--- config.mk ---
export PLATFORM = sky130hd
export DESIGN_NAME = mem_ctrl_cmd_queue
export DESIGN_NICKNAME = d
export VERILOG_FILES = /design/src/rtl/mem_ctrl_pkg.sv /design/src/rtl/mem_ctrl_cmd_fifo_mem.sv /design/src/rtl/mem_ctrl_cmd_queue.sv
export SDC_FILE = /design/constraint.sdc
export NUM_CORES = 2
export LEC_CHECK = 0
export ABC_AREA = 0
export CORE_ASPECT_RATIO = 1.1
export CORE_MARGIN = 1
export CORE_UTILIZATION = 42
export DETAILED_ROUTE_END_ITERATION = 10
export PLACE_DENSITY = 0.62
export SLEW_MARGIN = 10
export SYNTH_ARGS = -nofsm -noshare
export SYNTH_HDL_FRONTEND = slang
export SYNTH_HIERARCHICAL = 1
export SYNTH_SLANG_ARGS = --single-unit
--- constraint.sdc ---
create_clock -name clk_i -period 6.1 [get_ports clk_i]
set_clock_uncertainty 0.15 [all_clocks]
set_input_delay 0.915 -clock clk_i [delete_from_list [all_inputs] [get_ports clk_i]]
set_output_delay 0.915 -clock clk_i [all_outputs]
set_load 0.01 [all_outputs]
--- src/rtl/mem_ctrl_pkg.sv ---
// Shared types and widths for the LPDDR5 controller command path.
//   mem_ctrl_cmd_t : packed command {id, addr, is_write, len, size, burst},
//                    MSB-first, identical to the push_data_i layout.
package mem_ctrl_pkg;

  localparam int unsigned ID_W    = 8;
  localparam int unsigned ADDR_W  = 40;
  localparam int unsigned LEN_W   = 4;
  localparam int unsigned SIZE_W  = 3;
  localparam int unsigned BURST_W = 2;
  // is_write + len + size + burst
  localparam int unsigned CTRL_W  = 1 + LEN_W + SIZE_W + BURST_W;
  localparam int unsigned CMD_W   = ID_W + ADDR_W + CTRL_W;

  typedef struct packed {
    logic [ID_W-1:0]    id;
    logic [ADDR_W-1:0]  addr;
    logic               is_write;
    logic [LEN_W-1:0]   len;
    logic [SIZE_W-1:0]  size;
    logic [BURST_W-1:0] burst;
  } mem_ctrl_cmd_t;

endpackage : mem_ctrl_pkg

--- src/rtl/mem_ctrl_cmd_fifo_mem.sv ---
// Command storage: DEPTH x WIDTH register array, one synchronous write
// port and one asynchronous read port.
//   clk_i   : clock
//   we_i    : write enable
//   waddr_i : write address
//   wdata_i : write data
//   raddr_i : read address
//   rdata_o : read data (combinational from raddr_i)
module mem_ctrl_cmd_fifo_mem
  import mem_ctrl_pkg::*;
#(
  parameter  int unsigned DEPTH = 64,
  parameter  int unsigned WIDTH = CMD_W,
  localparam int unsigned AW    = $clog2(DEPTH)
) (
  input  logic             clk_i,
  input  logic             we_i,
  input  logic [AW-1:0]    waddr_i,
  input  logic [WIDTH-1:0] wdata_i,
  input  logic [AW-1:0]    raddr_i,
  output logic [WIDTH-1:0] rdata_o
);

  // Payload storage is not reset; contents are qualified by the occupancy count.
  logic [WIDTH-1:0] mem_q [DEPTH];

  always_ff @(posedge clk_i) begin
    if (we_i) begin
      mem_q[waddr_i] <= wdata_i;
    end
  end

  assign rdata_o = mem_q[raddr_i];

endmodule : mem_ctrl_cmd_fifo_mem

--- src/rtl/mem_ctrl_cmd_queue.sv ---
// Command FIFO between the AXI4 slave and the DRAM command scheduler.
//   push_en_i/push_data_i        : one packed command per cycle in
//   full_o                       : early back-pressure (FULL_MARGIN slots left)
//   empty_o, count_o             : occupancy
//   pop_valid_o/pop_ready_i      : head handshake; pop_*_o are the decoded head fields
//   wr_pending_o/rd_pending_o    : queued writes / reads
//   flush_i                      : synchronous discard of all entries
//   overflow_o/overflow_clr_i    : sticky dropped-push flag and its clear
module mem_ctrl_cmd_queue
  import mem_ctrl_pkg::*;
#(
  parameter  int unsigned ADDR_WIDTH  = ADDR_W,
  parameter  int unsigned ID_WIDTH    = ID_W,
  parameter  int unsigned DEPTH       = 64,
  parameter  int unsigned FULL_MARGIN = 2,
  localparam int unsigned PTR_W       = $clog2(DEPTH),
  localparam int unsigned CNT_W       = $clog2(DEPTH) + 1,
  localparam int unsigned DATA_W      = ID_WIDTH + ADDR_WIDTH + CTRL_W
) (
  input  logic                  clk_i,
  input  logic                  rst_n_i,
  input  logic                  push_en_i,
  input  logic [DATA_W-1:0]     push_data_i,
  output logic                  full_o,
  output logic                  empty_o,
  output logic                  pop_valid_o,
  input  logic                  pop_ready_i,
  output logic [ID_WIDTH-1:0]   pop_id_o,
  output logic [ADDR_WIDTH-1:0] pop_addr_o,
  output logic                  pop_is_write_o,
  output logic [LEN_W-1:0]      pop_len_o,
  output logic [SIZE_W-1:0]     pop_size_o,
  output logic [BURST_W-1:0]    pop_burst_o,
  output logic [CNT_W-1:0]      count_o,
  output logic [CNT_W-1:0]      wr_pending_o,
  output logic [CNT_W-1:0]      rd_pending_o,
  input  logic                  flush_i,
  output logic                  overflow_o,
  input  logic                  overflow_clr_i
);

  // Bit position of is_write within a packed command
  localparam int unsigned WBIT = CTRL_W - 1;

  logic [PTR_W-1:0]  wr_ptr_q, wr_ptr_d;
  logic [PTR_W-1:0]  rd_ptr_q, rd_ptr_d;
  logic [CNT_W-1:0]  count_q, count_d;
  logic [CNT_W-1:0]  wr_pend_q, wr_pend_d;
  logic [CNT_W-1:0]  rd_pend_q, rd_pend_d;
  logic              overflow_q, overflow_d;

  logic              is_full_c;
  logic              push_acc_c;
  logic              pop_fire_c;
  logic              push_wr_c;
  logic              head_wr_c;
  logic [DATA_W-1:0] head_c;

  mem_ctrl_cmd_fifo_mem #(
    .DEPTH (DEPTH),
    .WIDTH (DATA_W)
  ) u_mem (
    .clk_i   (clk_i),
    .we_i    (push_acc_c),
    .waddr_i (wr_ptr_q),
    .wdata_i (push_data_i),
    .raddr_i (rd_ptr_q),
    .rdata_o (head_c)
  );

  // Handshake qualification; flush overrides both sides
  always_comb begin
    is_full_c  = (count_q == CNT_W'(DEPTH));
    push_acc_c = push_en_i && !is_full_c && !flush_i;
    pop_fire_c = pop_valid_o && pop_ready_i && !flush_i;
    push_wr_c  = push_data_i[WBIT];
    head_wr_c  = head_c[WBIT];
  end

  // Next-state for pointers, counters and the sticky overflow flag
  always_comb begin
    wr_ptr_d   = wr_ptr_q;
    rd_ptr_d   = rd_ptr_q;
    count_d    = count_q;
    wr_pend_d  = wr_pend_q;
    rd_pend_d  = rd_pend_q;
    overflow_d = overflow_q;

    if (flush_i) begin
      wr_ptr_d  = '0;
      rd_ptr_d  = '0;
      count_d   = '0;
      wr_pend_d = '0;
      rd_pend_d = '0;
    end else begin
      if (push_acc_c) wr_ptr_d = wr_ptr_q + PTR_W'(1);
      if (pop_fire_c) rd_ptr_d = rd_ptr_q + PTR_W'(1);
      count_d   = count_q + CNT_W'(push_acc_c) - CNT_W'(pop_fire_c);
      wr_pend_d = wr_pend_q + CNT_W'(push_acc_c && push_wr_c)
                            - CNT_W'(pop_fire_c && head_wr_c);
      rd_pend_d = rd_pend_q + CNT_W'(push_acc_c && !push_wr_c)
                            - CNT_W'(pop_fire_c && !head_wr_c);
    end

    // Clear first so a same-cycle drop still leaves the flag set
    if (overflow_clr_i) overflow_d = 1'b0;
    if (push_en_i && is_full_c && !flush_i) overflow_d = 1'b1;
  end

  always_ff @(posedge clk_i or negedge rst_n_i) begin
    if (!rst_n_i) begin
      wr_ptr_q   <= '0;
      rd_ptr_q   <= '0;
      count_q    <= '0;
      wr_pend_q  <= '0;
      rd_pend_q  <= '0;
      overflow_q <= 1'b0;
    end else begin
      wr_ptr_q   <= wr_ptr_d;
      rd_ptr_q   <= rd_ptr_d;
      count_q    <= count_d;
      wr_pend_q  <= wr_pend_d;
      rd_pend_q  <= rd_pend_d;
      overflow_q <= overflow_d;
    end
  end

  // Status and decoded head, combinational from registered state / storage
  assign count_o        = count_q;
  assign wr_pending_o   = wr_pend_q;
  assign rd_pending_o   = rd_pend_q;
  assign overflow_o     = overflow_q;
  assign empty_o        = (count_q == '0);
  assign pop_valid_o    = (count_q != '0);
  assign full_o         = (count_q >= CNT_W'(DEPTH - FULL_MARGIN));

  assign pop_id_o       = head_c[DATA_W-1 -: ID_WIDTH];
  assign pop_addr_o     = head_c[CTRL_W +: ADDR_WIDTH];
  assign pop_is_write_o = head_c[WBIT];
  assign pop_len_o      = head_c[SIZE_W+BURST_W +: LEN_W];
  assign pop_size_o     = head_c[BURST_W +: SIZE_W];
  assign pop_burst_o    = head_c[0 +: BURST_W];

endmodule : mem_ctrl_cmd_queue

==> flow_summary_export.csv <==
group,metric,value,unit
outcome,outcome,"finished, final reports clean",
logic_synthesis,synth.area.top_cells,"edfxtp_1 (78%), mux4_2 (14%), o22ai_1 (0.94%)",
logic_synthesis,synthArstFlopShare,0.908,%
hold_path,hp-class,"in -> reg",
power,power_density,370,nW/µm²
floorplanning,start_util,42.4,%
timing,hold_viol_final,0,
setup_path,r2r_slack,1.11,ns
floorplanning,rows,223,
setup_path,regToRegEndpoint,"wr_pending_o[4]",
grt,antenna_found_initial,31,
setup_path,critPathLaunchType,"flop",
finish,drive_gt1_share,27.3,%
timing,rsz0062_at_grt,"false",
timing,timing.fmax,0.168,GHz
power,ir_drop,0.254,mV
timing,post-route-min-period,5.96,ns
setup_path,cp.arrival,4.89,ns
routing,drc_errors,0,
setup_path,timing.setup.critical_path_class,"reg -> out",
floorplanning,core_area,336000,µm²
routing,vias,71600,
placement,pre_cts_slack,0.838,ns
timing,slew_viol_final,0,
finish,layout.cells.non_filler,11500,
finish,final_common_cell,"edfxtp_1",
power,p_leak,49.3,nW
timing,final.period_utilization,97.7,%
cts,path_clk_slew,0.06,ns
grt,grt_pass1_vias,70700,
setup_path,worstSetupEndpointType,"output pin",
finish,syn_to_final_growth,14.6,%
timing,slew_headroom,7.33,%
logic_synthesis,synth_edf_count,3712,
setup_path,worstRegToRegCells,14,
routing,ant_nets,0,
cts,cts_tree,"yes",
timing,finalSetupViolCount,0,
logic_synthesis,syn_nets,6288,
placement,dp_cells,10800,
routing,routedWlPerCell,35.3,µm
logic_synthesis,ys.flop_type,"edfxtp_1",
finish,nets,6744,
setup_path,required,5.03,ns
routing,wl,405000,µm
floorplanning,die_y,613,µm
cts,clockBufferDepth,4,
cts,root_buffer,"clkbuf_16",
routing,initialDrtViolationCount,9581,
timing,tightest_slew,1.39,ns
logic_synthesis,postSynthCellCount,6191,
finish,design_area,163000,µm²
grt,track_usage,23.6,%
run,maxCapViolations,0,
logic_synthesis,yosysWarnings,6,
placement,placed_cell_area,151000,µm²
floorplanning,die_x,557,µm
logic_synthesis,synth-seq-cells,3746,
logic_synthesis,avgSynthCellArea,23.0,µm²
placement,portBuffers,146,
cts,clock_latency,0.93,ns
finish,final_cell_mix,"edfxtp_1 (3712), mux4_2 (890), clkbuf_16 (384)",
grt,grt_max_degree,107,
floorplanning,die_area,342000,µm²
timing,setup_slack,0.141,ns
floorplanning,io_pins,147,
placement,place_hpwl,216000,µm
logic_synthesis,ys_seq_area_share,78.8,%
cts,h-tree-depth,5,
grt,grt.overflow.total,0,
logic_synthesis,synthesis.area,143000,µm²
finish,utilization,48.5,%
timing,finalSetupTns,0,ns
cts,cts.sinks,3746,
logic_synthesis,yosys.area.top_type_share,78.2,%
placement,gp_congestion,0.793,
hold_path,hold_path_startpoint,"push_data_i[19]",
setup_path,critPathMaxFanout,49,
power,p_total,60.4,mW
cts,cts_made_buffers,377,
routing,viasPerCell,6.24,
logic_synthesis,yosysUniqueCellTypes,61,
hold_path,hold-path-cell-count,1,
routing,first_pass_iters,6,
setup_path,r2r-start,"rd_ptr_q[5]",
hold_path,hold_end,"u_mem/mem_q[36][19]",
grt,grt_pass1_wl,562000,µm
timing,holdWs,0.320,ns
logic_synthesis,yosys.area.top_type,"edfxtp_1",
-- layout make-up --
| cell class | count | area, µm² |
|---|---|---|
| inverter | 30 | 113 |
| sequential | 3746 | 112000 |
| timing repair buffer | 425 | 4190 |
| clock buffer | 445 | 9850 |
| clock inverter | 234 | 2190 |
| tap | 4500 | 5630 |
| fill | 26900 | 173000 |
| antenna | 25 | 62.6 |
| multi-input combinational | 2067 | 29000 |
-- synthesized netlist by cell type (10+ instances only) --
library cell / instances
and3_1: 13
o221ai_1: 79
nor2_1: 134
xor2_1: 10
mux2i_1: 133
a22oi_1: 35
mux4_2: 890
nand2_1: 35
a221oi_1: 39
a22o_1: 18
clkbuf_1: 145
buf_1: 22
ha_1: 30
buf_2: 135
nor3_1: 16
dfrtp_1: 34
o22a_1: 38
o22ai_1: 215
o21ai_0: 22
mux2_2: 41
a211oi_1: 16
nand3_1: 22
buf_4: 40
nor2b_1: 31
inv_1: 30
a21oi_1: 89
nor4_1: 49
o21a_1: 11
edfxtp_1: 3712
nand2b_1: 19
-- report_power, final --
part / switching, mW / leakage [nW] / internal [mW]
sequential: 0.191 / 33.8 / 28.5
combinational: 4.56 / 9.53 / 4.37
clock: 9.63 / 5.91 / 13.2
total: 14.4 / 49.3 / 46.0
-- kinds of logic after synthesis --
group | after synthesis | share of synthesized area [%]
XOR/XNOR | 14 | 0.0860
multiplexers | 1065 | 15.3
flip-flops | 3746 | 78.8
adder cells (fa/ha/maj) | 33 | 0.306
buffers and inverters | 378 | 1.25
AND/OR/NAND/NOR | 359 | 1.29
AO/OA/AOI/OAI | 596 | 2.92
-- registers in the layout (all words and copies together), names as in the netlist --
name	count
u_mem/mem_q	3712
count_o	7
rd_pending_o	7
wr_pending_o	7
rd_ptr_q	6
wr_ptr_q	6
overflow_o	1
-- layer usage --
layer	track usage, %	part of all wire [%]	vias to the layer above
met1	32.5	38	39200
met5	0	0.016	-
met4	7.76	3.6	10
li1	-	-	27600
met2	38.1	48	4052
met3	4.17	9.7	712
-- critical path, stage by stage (launching register included) --
cell and delay (ns):
dfrtp_4 1.01, buf_4 0.50, mux4_2 0.29, o22ai_1 0.11, nor4_1 0.61, o22a_1 0.69
clkdlybuf4s50_1 0.67
-- worst max-delay path by stage --
stage / slack (ns) / depth (start not counted) / start / end
detailed placement: 0.84 / 10 / rd_ptr_q[0] / pop_size_o[1]
global route: 0.01 / 6 / rd_ptr_q[1] / pop_addr_o[6]
finish: 0.14 / 6 / rd_ptr_q[1] / pop_addr_o[6]
global placement: 0.86 / 10 / rd_ptr_q[0] / pop_size_o[1]
CTS: 0.03 / 6 / rd_ptr_q[1] / pop_addr_o[6]
floorplan: 0.96 / 6 / flush_i / u_mem/mem_q[62][0]
-- timing repair --
action                                  4_1_cts  5_1_grt
setup buffers                                 0        1
hold buffers                                  1        0
endpoints found under the setup margin        1        4
pin swaps                                     0        0
resized for setup                             1        1
hold endpoints to repair                      9        0
No activity file was read; power rests on OpenSTA's default activity.
